--- src/rtl/cas_recorder.sv ---
// -----------------------------------------------------------------------------
// cas_recorder
// Tape-save path. Demodulates the 6-bit cassette DAC output into FSK bits and
// then into bytes. Each recognised block is written to SDRAM as a .CAS image
// with a regenerated leader (LEAD_BYTES x 8'h55) and a single 8'h3C sync byte,
// followed by the block's data bytes.
//
// Ports
//   clk_i        system clock
//   reset_i      asynchronous reset, active low
//   q_ce_i       one-clock pulse per CPU Q cycle (period time base)
//   en_i         cassette relay, record gate
//   rewind_i     level; clears address/length/overflow and forces idle
//   sound_i[5:0] DAC output level
//   wr_req_o     SDRAM write request, held until wr_ack_i
//   wr_addr_o    write byte address
//   wr_data_o    write byte
//   wr_ack_i     one-clock accept pulse from SDRAM
//   length_o     number of bytes written so far
//   recording_o  byte assembler is locked inside a block
//   overflow_o   sticky; a byte was dropped (FIFO full or address limit)
// -----------------------------------------------------------------------------
module cas_recorder #(
    parameter int          MID         = 32,
    parameter int          HYST        = 4,
    parameter int          MIN_TICKS   = 200,
    parameter int          THRESH      = 560,
    parameter int          GAP_TICKS   = 2000,
    parameter int          LEADER_BITS = 64,
    parameter int          LEAD_BYTES  = 128,
    parameter logic [24:0] ADDR_LIMIT  = 25'h1FFFFFF
) (
    input  logic        clk_i,
    input  logic        reset_i,
    input  logic        q_ce_i,
    input  logic        en_i,
    input  logic        rewind_i,
    input  logic [5:0]  sound_i,
    output logic        wr_req_o,
    output logic [24:0] wr_addr_o,
    output logic [7:0]  wr_data_o,
    input  logic        wr_ack_i,
    output logic [24:0] length_o,
    output logic        recording_o,
    output logic        overflow_o
);

    localparam logic [6:0]  HI_TH     = 7'(MID + HYST);
    localparam logic [6:0]  LO_TH     = 7'(MID - HYST);
    localparam logic [11:0] MIN_T     = 12'(MIN_TICKS);
    localparam logic [11:0] THR_T     = 12'(THRESH);
    localparam logic [11:0] GAP_T     = 12'(GAP_TICKS);
    localparam logic [7:0]  LEAD_THR  = 8'(LEADER_BITS);
    localparam logic [15:0] LEAD_LAST = 16'(LEAD_BYTES - 1);

    typedef enum logic {A_HUNT = 1'b0, A_LOCKED = 1'b1} asm_state_t;
    typedef enum logic [1:0] {W_IDLE = 2'd0, W_LEAD = 2'd1, W_SYNC = 2'd2, W_DATA = 2'd3} wr_state_t;

    // ---------------- front end: level, period, gap ----------------
    logic        level_q, level_d;
    logic [11:0] period_q, period_d;
    logic        gap_q, gap_d;
    logic        crossing_s, gap_now_s, bit_valid_s, bit_val_s;

    // Hysteresis slicer, period counter and bit decision.
    always_comb begin
        level_d     = level_q;
        period_d    = period_q;
        gap_d       = gap_q;
        bit_valid_s = 1'b0;
        bit_val_s   = 1'b0;
        if ({1'b0, sound_i} >= HI_TH) begin
            level_d = 1'b1;
        end else if ({1'b0, sound_i} <= LO_TH) begin
            level_d = 1'b0;
        end else begin
            level_d = level_q;
        end
        crossing_s = level_d & ~level_q;
        // The gap may be reached on the same clock as a crossing; that crossing
        // must still be treated as the first one after the gap.
        gap_now_s  = gap_q | (period_q >= GAP_T);
        if (!en_i) begin
            period_d = 12'd0;
            gap_d    = 1'b1;
        end else begin
            if (q_ce_i && (period_q != 12'hFFF)) begin
                period_d = period_q + 12'd1;
            end else begin
                period_d = period_q;
            end
            if (period_q >= GAP_T) begin
                gap_d = 1'b1;
            end else begin
                gap_d = gap_q;
            end
            // Crossings closer than MIN_T are glitches; the counter keeps running.
            if (crossing_s && (period_q >= MIN_T)) begin
                bit_valid_s = ~gap_now_s;
                bit_val_s   = (period_q < THR_T);
                period_d    = 12'd0;
                gap_d       = 1'b0;
            end else begin
                bit_valid_s = 1'b0;
            end
        end
    end

    // Front-end state registers.
    always_ff @(posedge clk_i or negedge reset_i) begin
        if (!reset_i) begin
            level_q  <= 1'b0;
            period_q <= 12'd0;
            gap_q    <= 1'b1;
        end else if (rewind_i) begin
            level_q  <= 1'b0;
            period_q <= 12'd0;
            gap_q    <= 1'b1;
        end else begin
            level_q  <= level_d;
            period_q <= period_d;
            gap_q    <= gap_d;
        end
    end

    // ---------------- byte assembler ----------------
    asm_state_t  asm_q, asm_d;
    logic [7:0]  window_q, window_d;
    logic [2:0]  bitcnt_q, bitcnt_d;
    logic [7:0]  alt_q, alt_d;
    logic        leader_ok_q, leader_ok_d;
    logic        prev_bit_q, prev_bit_d;
    logic        lead_start_s, push_s;

    // Leader/sync hunt and LSB-first byte framing.
    always_comb begin
        asm_d        = asm_q;
        window_d     = window_q;
        bitcnt_d     = bitcnt_q;
        alt_d        = alt_q;
        leader_ok_d  = leader_ok_q;
        prev_bit_d   = prev_bit_q;
        lead_start_s = 1'b0;
        push_s       = 1'b0;
        if (gap_q) begin
            // Silence or relay off ends the block; a fresh leader is required.
            asm_d       = A_HUNT;
            alt_d       = 8'd0;
            leader_ok_d = 1'b0;
            bitcnt_d    = 3'd0;
        end else if (bit_valid_s) begin
            window_d   = {bit_val_s, window_q[7:1]};
            prev_bit_d = bit_val_s;
            case (asm_q)
                A_HUNT: begin
                    if (bit_val_s != prev_bit_q) begin
                        alt_d = (alt_q == 8'hFF) ? alt_q : alt_q + 8'd1;
                    end else begin
                        alt_d = 8'd0;
                    end
                    if (alt_d >= LEAD_THR) begin
                        leader_ok_d = 1'b1;
                    end else begin
                        leader_ok_d = leader_ok_q;
                    end
                    if ((window_d == 8'h3C) && leader_ok_q) begin
                        asm_d        = A_LOCKED;
                        lead_start_s = 1'b1;
                        bitcnt_d     = 3'd0;
                        leader_ok_d  = 1'b0;
                        alt_d        = 8'd0;
                    end else begin
                        asm_d = A_HUNT;
                    end
                end
                A_LOCKED: begin
                    if (bitcnt_q == 3'd7) begin
                        push_s   = 1'b1;
                        bitcnt_d = 3'd0;
                    end else begin
                        bitcnt_d = bitcnt_q + 3'd1;
                    end
                end
                default: begin
                    asm_d = A_HUNT;
                end
            endcase
        end else begin
            asm_d = asm_q;
        end
    end

    // Assembler state registers.
    always_ff @(posedge clk_i or negedge reset_i) begin
        if (!reset_i) begin
            asm_q       <= A_HUNT;
            window_q    <= 8'd0;
            bitcnt_q    <= 3'd0;
            alt_q       <= 8'd0;
            leader_ok_q <= 1'b0;
            prev_bit_q  <= 1'b0;
        end else if (rewind_i) begin
            asm_q       <= A_HUNT;
            window_q    <= 8'd0;
            bitcnt_q    <= 3'd0;
            alt_q       <= 8'd0;
            leader_ok_q <= 1'b0;
            prev_bit_q  <= 1'b0;
        end else begin
            asm_q       <= asm_d;
            window_q    <= window_d;
            bitcnt_q    <= bitcnt_d;
            alt_q       <= alt_d;
            leader_ok_q <= leader_ok_d;
            prev_bit_q  <= prev_bit_d;
        end
    end

    // ---------------- 4-entry byte FIFO ----------------
    logic [7:0] fifo_mem_q [4];
    logic [1:0] wptr_q, rptr_q;
    logic [2:0] cnt_q;
    logic       pop_s, push_ok_s, drop_s;

    assign push_ok_s = push_s && (cnt_q != 3'd4);
    assign drop_s    = push_s && (cnt_q == 3'd4);

    // FIFO storage and pointers; a simultaneous push and pop leaves the count unchanged.
    always_ff @(posedge clk_i or negedge reset_i) begin
        if (!reset_i) begin
            for (int i = 0; i < 4; i++) fifo_mem_q[i] <= 8'd0;
            wptr_q <= 2'd0;
            rptr_q <= 2'd0;
            cnt_q  <= 3'd0;
        end else if (rewind_i) begin
            wptr_q <= 2'd0;
            rptr_q <= 2'd0;
            cnt_q  <= 3'd0;
        end else begin
            if (push_ok_s) begin
                fifo_mem_q[wptr_q] <= window_d;
                wptr_q             <= wptr_q + 2'd1;
            end
            if (pop_s) begin
                rptr_q <= rptr_q + 2'd1;
            end
            cnt_q <= cnt_q + {2'd0, push_ok_s} - {2'd0, pop_s};
        end
    end

    // ---------------- writer ----------------
    wr_state_t   wst_q, wst_d;
    logic        wr_req_q, wr_req_d;
    logic [7:0]  wr_data_q, wr_data_d;
    logic [25:0] addr_q, addr_d;
    logic [24:0] len_q, len_d;
    logic [15:0] lead_cnt_q, lead_cnt_d;
    logic        lead_pend_q, lead_pend_d;
    logic        ovf_q, ovf_d;
    logic        have_byte_s, done_s, discard_s;
    logic [7:0]  byte_s;

    // Writer FSM and SDRAM handshake.
    always_comb begin
        wst_d       = wst_q;
        wr_req_d    = wr_req_q;
        wr_data_d   = wr_data_q;
        addr_d      = addr_q;
        len_d       = len_q;
        lead_cnt_d  = lead_cnt_q;
        lead_pend_d = lead_pend_q | lead_start_s;
        pop_s       = 1'b0;
        done_s      = 1'b0;
        discard_s   = 1'b0;
        case (wst_q)
            W_LEAD: begin
                have_byte_s = 1'b1;
                byte_s      = 8'h55;
            end
            W_SYNC: begin
                have_byte_s = 1'b1;
                byte_s      = 8'h3C;
            end
            W_DATA: begin
                have_byte_s = (cnt_q != 3'd0);
                byte_s      = fifo_mem_q[rptr_q];
            end
            default: begin
                have_byte_s = 1'b0;
                byte_s      = 8'h00;
            end
        endcase
        // The request is registered, so it is always low for at least one
        // clock after an ack before the next byte can be offered.
        if (wr_req_q) begin
            if (wr_ack_i) begin
                wr_req_d = 1'b0;
                addr_d   = addr_q + 26'd1;
                len_d    = (len_q == 25'h1FFFFFF) ? len_q : len_q + 25'd1;
                done_s   = 1'b1;
            end else begin
                wr_req_d = 1'b1;
            end
        end else if (have_byte_s) begin
            if (addr_q <= {1'b0, ADDR_LIMIT}) begin
                wr_req_d  = 1'b1;
                wr_data_d = byte_s;
            end else begin
                discard_s = 1'b1;
                done_s    = 1'b1;
            end
        end else begin
            wr_req_d = 1'b0;
        end
        case (wst_q)
            W_IDLE: begin
                if (lead_pend_q) begin
                    wst_d       = W_LEAD;
                    lead_cnt_d  = 16'd0;
                    lead_pend_d = lead_start_s;
                end else begin
                    wst_d = W_IDLE;
                end
            end
            W_LEAD: begin
                if (done_s) begin
                    if (lead_cnt_q == LEAD_LAST) begin
                        wst_d = W_SYNC;
                    end else begin
                        lead_cnt_d = lead_cnt_q + 16'd1;
                    end
                end else begin
                    wst_d = W_LEAD;
                end
            end
            W_SYNC: begin
                if (done_s) begin
                    wst_d = W_DATA;
                end else begin
                    wst_d = W_SYNC;
                end
            end
            W_DATA: begin
                if (done_s) begin
                    pop_s = 1'b1;
                end else if (!wr_req_q && (cnt_q == 3'd0)) begin
                    // A new block's leader waits until the old data is drained.
                    if (lead_pend_q) begin
                        wst_d       = W_LEAD;
                        lead_cnt_d  = 16'd0;
                        lead_pend_d = lead_start_s;
                    end else if (asm_q == A_HUNT) begin
                        wst_d = W_IDLE;
                    end else begin
                        wst_d = W_DATA;
                    end
                end else begin
                    wst_d = W_DATA;
                end
            end
            default: begin
                wst_d = W_IDLE;
            end
        endcase
        ovf_d = ovf_q | drop_s | discard_s;
    end

    // Writer state registers.
    always_ff @(posedge clk_i or negedge reset_i) begin
        if (!reset_i) begin
            wst_q       <= W_IDLE;
            wr_req_q    <= 1'b0;
            wr_data_q   <= 8'd0;
            addr_q      <= 26'd0;
            len_q       <= 25'd0;
            lead_cnt_q  <= 16'd0;
            lead_pend_q <= 1'b0;
            ovf_q       <= 1'b0;
        end else if (rewind_i) begin
            wst_q       <= W_IDLE;
            wr_req_q    <= 1'b0;
            wr_data_q   <= 8'd0;
            addr_q      <= 26'd0;
            len_q       <= 25'd0;
            lead_cnt_q  <= 16'd0;
            lead_pend_q <= 1'b0;
            ovf_q       <= 1'b0;
        end else begin
            wst_q       <= wst_d;
            wr_req_q    <= wr_req_d;
            wr_data_q   <= wr_data_d;
            addr_q      <= addr_d;
            len_q       <= len_d;
            lead_cnt_q  <= lead_cnt_d;
            lead_pend_q <= lead_pend_d;
            ovf_q       <= ovf_d;
        end
    end

    assign wr_req_o    = wr_req_q;
    assign wr_addr_o   = addr_q[24:0];
    assign wr_data_o   = wr_data_q;
    assign length_o    = len_q;
    assign recording_o = (asm_q == A_LOCKED);
    assign overflow_o  = ovf_q;

endmodule

--- config.mk ---
export PLATFORM = sky130hd
export DESIGN_NAME = cas_recorder
export DESIGN_NICKNAME = d
export VERILOG_FILES = /design/src/rtl/cas_recorder.sv
export SDC_FILE = /design/constraint.sdc
export NUM_CORES = 1
export LEC_CHECK = 0
export ABC_AREA = 1
export CAP_MARGIN = 20
export CORE_MARGIN = 8
export CORE_UTILIZATION = 40
export CTS_BUF_LIST = sky130_fd_sc_hd__clkbuf_2 sky130_fd_sc_hd__clkbuf_4 sky130_fd_sc_hd__clkbuf_8
export CTS_CLUSTER_DIAMETER = 100
export CTS_CLUSTER_SIZE = 30
export DETAILED_ROUTE_END_ITERATION = 12
export PLACE_DENSITY = 0.62
export SLEW_MARGIN = 20
export SYNTH_ARGS = -nofsm -noshare
export SYNTH_HDL_FRONTEND = slang
export SYNTH_SLANG_ARGS = --single-unit
--- constraint.sdc ---
create_clock -name clk_i -period 4.5 [get_ports clk_i]
set_clock_uncertainty 0.1 [all_clocks]
set_input_delay 1.35 -clock clk_i [delete_from_list [all_inputs] [get_ports clk_i]]
set_output_delay 1.35 -clock clk_i [all_outputs]
set_load 0.005 [all_outputs]
Yosys cells after proc, flatten, opt, wreduce, memory -nomap -nowiden
Cells that the tools add are included. Widths: inputs -> output; s select.

Logic and storage cells: 225. Bits of input ports: 12. Output and inout bits: 61. Flip-flop bits (word level): 155.

Reduce and logical (&&, ||, !) cells: 32. Mux-type cells: 114. $lt $le $gt $ge: 10. Add/sub/neg operators: 10. Bitwise logic cells: 11. Equality and inequality tests: 24.

Operators with widths (number): $mux 8 (20); $mux 25 (4); $mux 16 (6); $mux 26 (3); $mux 1 (51); $mux 12 (4); $pmux 16 s3 (1); $bwmux 32 (1); $add 26x1->26 const B (1); $le 26x25->1 const B (1); $add 25x1->25 const B (1); $eq 25x25->1 const B (1); $pmux 8 s3 (1); $mux 2 (11); $mux 3 (6); $ne 3x3->1 const B (6); $add 16x1->16 const B (1); $bmux 8 s2 (1); $demux 8 s2 (1); $eq 16x7->1 const B (1); $reduce_bool 2->1 (7); $add 12x1->12 const B (1); $ge 12x11->1 const B (1); $ge 12x8->1 const B (1); other kinds (38) (69).

Longest topological paths before layout
Depth in word-level cells: 19. Gate-level depth with buffers: 16. Depth with buffers taken out: 16.

Least setup slack after synthesis
No wires, ideal clock.

Path kind: input port to flip-flop. Start: input port sound_i[3]. End: register cnt_q[2]. Data required time: 4.275 ns. Data arrival time: 3.138 ns. Setup time: 0.125 ns. Path buffers: 0. Slack: 1.138 ns. Cell stages on the path: 15. Cells stage by stage: nor2_1 nand2_1 nand2_1 nor2_1 nand2_2 inv_2 nand3_4 inv_4 nand3b_4 ha_1 inv_1 ha_1 fa_1 o21ai_0 a21oi_1.

Cells in the longest elaborated chain, start to end: 13. Elaborated cells between the ends (all ways): 14. Those cells by class: add/sub: 2; order compare: 2; mux: 7; bitwise: 1; reduce/logical: 2.

RTL lines: from (decl) (line 38) `input logic [5:0] sound_i,`; $le 6x5->1 (line 74) `end else if ({1'b0, sound_i} <= LO_TH) begin`; $mux 1 (line 74); $mux 1 * (line 72) `if ({1'b0, sound_i} >= HI_TH) begin`; $and 1x1->1 * (line 79) `crossing_s = level_d & ~level_q;`; $logic_and 1x1->1 * (line 98) `if (crossing_s && (period_q >= MIN_T)) begin`; $mux 1 * (line 98); $mux 1 * (line 83) `if (!en_i) begin`; $mux 1 * (line 151) `end else if (bit_valid_s) begin`; $mux 1 * (line 145) `if (gap_q) begin`; $logic_and 1x1->1 * (line 225) `assign push_ok_s = push_s && (cnt_q != 3'd4);`; $add 3x1->3 * (line 247) `cnt_q <= cnt_q + {2'd0, push_ok_s} - {2'd0, pop_s};`; $sub 3x1->3 * (line 247); $mux 3 * (line 235) `end else if (rewind_i) begin`; to (signal assigned) (line 247); to (decl) (line 222) `logic [2:0] cnt_q;`.

Every way passes the cells marked *; elsewhere a longest branch is shown, timed or not. A chain may end at the register's enable or synchronous reset.

Final worst setup path
Same ends and word-level chain as after synthesis.

==> results.toml <==
[sta]
grt_setup_unrepaired = "false"
max_freq_mhz = 273
tns_ps = 0
drv_slew = 0
relSlewSlack_pct = 43.6
setup_viol = 0
period_needed_ps = 3660
tightest_slew_ps = 838
hold_viol_final = 0
setup_slack_ps = 836
period_share_pct = 81.4

[die]
boundaryPins = 73
core_area_um2 = 22400
dieArea_um2 = 27700
die_h_um = 167
rows = 55
initial_core_util_pct = 40.4
die-width_um = 167

[logic_synthesis]
syn_area_per_cell_um2 = 7.57
ys.flop_type = "dfrtp_1"
yosysMostFrequentCell = "nand2_1"
yosysTopAreaCell = "dfrtp_1"
netlist_area_um2 = 9060
ys_top_cells_by_area = "dfrtp_1, nand2_1, nand3_1"
mappedNetlistNets = 1229
synth_top_area_share_pct = 42.5
synth_edf_count = 0
synth_async_sr_flop_share_pct = 100
yosys_warnings = 0
syn_inst = 1198
yosysUniqueCellTypes = 47
synth_seq_cells = 155
ys_seq_area_share_pct = 42.8
yosys-top-cells-count = "nand2_1, dfrtp_1, inv_1, nand3_1, nor2_1"

[setup_path]
arrival_ps = 3910
critPathRequiredTime_ps = 4740
start_kind = "primary input"
end_kind = "flip-flop"
reg2reg_depth = 15
crit_start = "sound_i[3]"
reg2reg_to = "cnt_q[2]"
rr_startpoint = "wst_q[0]"
worstPathMaxFanout = 14
rrSetupSlack_ps = 1510
critPathKind = "primary input to flip-flop"

[clock_network]
cts-htree-levels = 4
numClockSinks = 155
cts_resized = 0
clock_latency_ps = 460
cts-root-buf = "clkbuf_8"
post_cts_buffers = 0
holdBufCountCts = 0
cts_tree = "done"
path_clk_slew_ps = 80
clk_path_buf_depth = 2
cts_buffers = 17

[place]
routabilityCongestion = 0.889
port_buffers = 72
hpwlAfterDp_mm = 16.1
dp_slack_ps = 365

[cells_and_area]
antennaDiodeCount = 0
layout-drive-gt1-share_pct = 7.03
fillCellCount = 2289
layout.nets = 1269
areaGrowthSynthToFinish_pct = 13.2

[power]
powerDensity_nw_per_um2 = 255
vdd_ir_drop_max_mv = 0.175
p_leak_nw = 4.58

[detailed_routing]
dr.first_iter.drc_count = 583
drc = 0
dr.pass1.iters = 5
routedWlPerCell_um = 14.6
vias_per_cell = 5.16
vias = 7924
routed_wirelength_mm = 22.4
ant_nets = 0

[global_routing]
grt_max_degree = 69
grt_overflow_total = 0
grt_pass1_vias = 7600
antenna_found_initial = 1
grt_use_total_pct = 16.6
grt_pass1_wl_mm = 38.5

[min_path]
whs_path_depth = 2
min_from = "fifo_mem_q[27]"
hold_class = "flip-flop to flip-flop"
holdPathEnd = "fifo_mem_q[27]"

[status]
status = "complete, no violations"

[run]
maxCapViolations = 0
-- critical path: stages --
cell	delay, ps
clkdlybuf4s50_1	480
nor2_1	50
nand2_1	60
nand2_1	60
nor2_1	150
nand2_2	100
inv_2	80
nand3_4	190
inv_4	180
nand3b_4	110
ha_1	280
inv_1	40
ha_1	180
fa_1	370
o21ai_0	180
a21oi_1	60
-- layout make-up --
| type | instances | area [um2] | area share [%] |
|---|---|---|---|
| Tap cell | 285 | 357 | 3.47 |
| Inverter | 134 | 505 | 4.93 |
| Timing Repair Buffer | 80 | 790 | 7.69 |
| Clock inverter | 13 | 168 | 1.63 |
| Multi-Input combinational cell | 850 | 4310 | 42.0 |
| Sequential cell | 155 | 3880 | 37.8 |
| Clock buffer | 19 | 255 | 2.49 |
-- through the flow --
stage	cell area [um2]	total power, mW	utilization (%)	hold WS, ps	std cells
floorplan	9060	1.46	-	344	1198
global placement	9840	1.51	43.9	362	1504
detailed placement	9840	1.51	43.9	361	1504
CTS	10300	2.65	45.8	385	1536
global route	10300	2.71	45.8	404	1536
finish	10300	2.61	45.8	381	1536
-- cell families after synthesis --
group,count (synthesis),share of synthesized area (%)
AOI/OAI and AO/OA,165,10.5
xor gates and xnor gates,24,2.32
adders and majority gates,19,2.71
buffers and inverters,193,9.66
DFF,155,42.8
and+or+nand+nor,642,32.0
-- cells in the final DEF (no fill, tap or decap), drive strengths merged --
| master | count |
|---|---|
| nand2 | 320 |
| dfrtp | 154 |
| inv | 136 |
| nand3 | 123 |
| nor2 | 106 |
| o21ai | 78 |
| clkdlybuf4s50 | 70 |
| a21oi | 46 |
| nor3 | 39 |
| nand4 | 28 |
| clkbuf | 19 |
| ha | 18 |
| o31ai | 17 |
| xor2 | 16 |
| buf | 10 |
| nor4 | 9 |
| xnor2 | 8 |
| and2 | 6 |
| or2 | 4 |
| o22ai | 4 |
| a32o | 4 |
| clkinvlp | 4 |
| nand3b | 4 |
| clkinv | 4 |
| a31oi | 3 |
| o211ai | 3 |
| nor3b | 3 |
| bufinv | 3 |
| o21bai | 2 |
| a22oi | 2 |
| a221oi | 2 |
| o221ai | 2 |
| a211oi | 1 |
| o21a | 1 |
| fa | 1 |
| dfstp | 1 |
-- state kept, by name, summed over array words and instances (netlist names), 2 cells and up --
register,count
cnt_q,3
rptr_q,2
addr_q,26
wr_data_o,8
wptr_q,2
wst_q,2
fifo_mem_q,32
alt_q,8
length_o,25
window_q,8
bitcnt_q,3
period_q,12
lead_cnt_q,16
-- per-layer routing --
layer	GRT usage [%]	part of all wire, %	up-vias
met5	0	0.036	-
met4	4.19	0.76	2
met3	3.17	4.8	15
met2	26.2	46	190
met1	23.1	49	3720
li1	-	-	3997
-- how the worst max path moves through the flow --
stage | endpoint | cells after the start
2_1_floorplan | cnt_q[2] | 15
3_3_place_gp | cnt_q[2] | 16
3_5_place_dp | cnt_q[2] | 16
4_1_cts | cnt_q[2] | 16
5_1_grt | cnt_q[2] | 16
6_report | cnt_q[2] | 16
-- report_power, final --
group / leakage [nW] / internal (mW) / switching [mW]
combinational: 2.22 / 0.0196 / 0.0676
clock: 0.204 / 0.574 / 0.559
sequential: 2.16 / 1.39 / 0.00112
total: 4.58 / 1.99 / 0.628
Power figures use the tool's default switching activity.
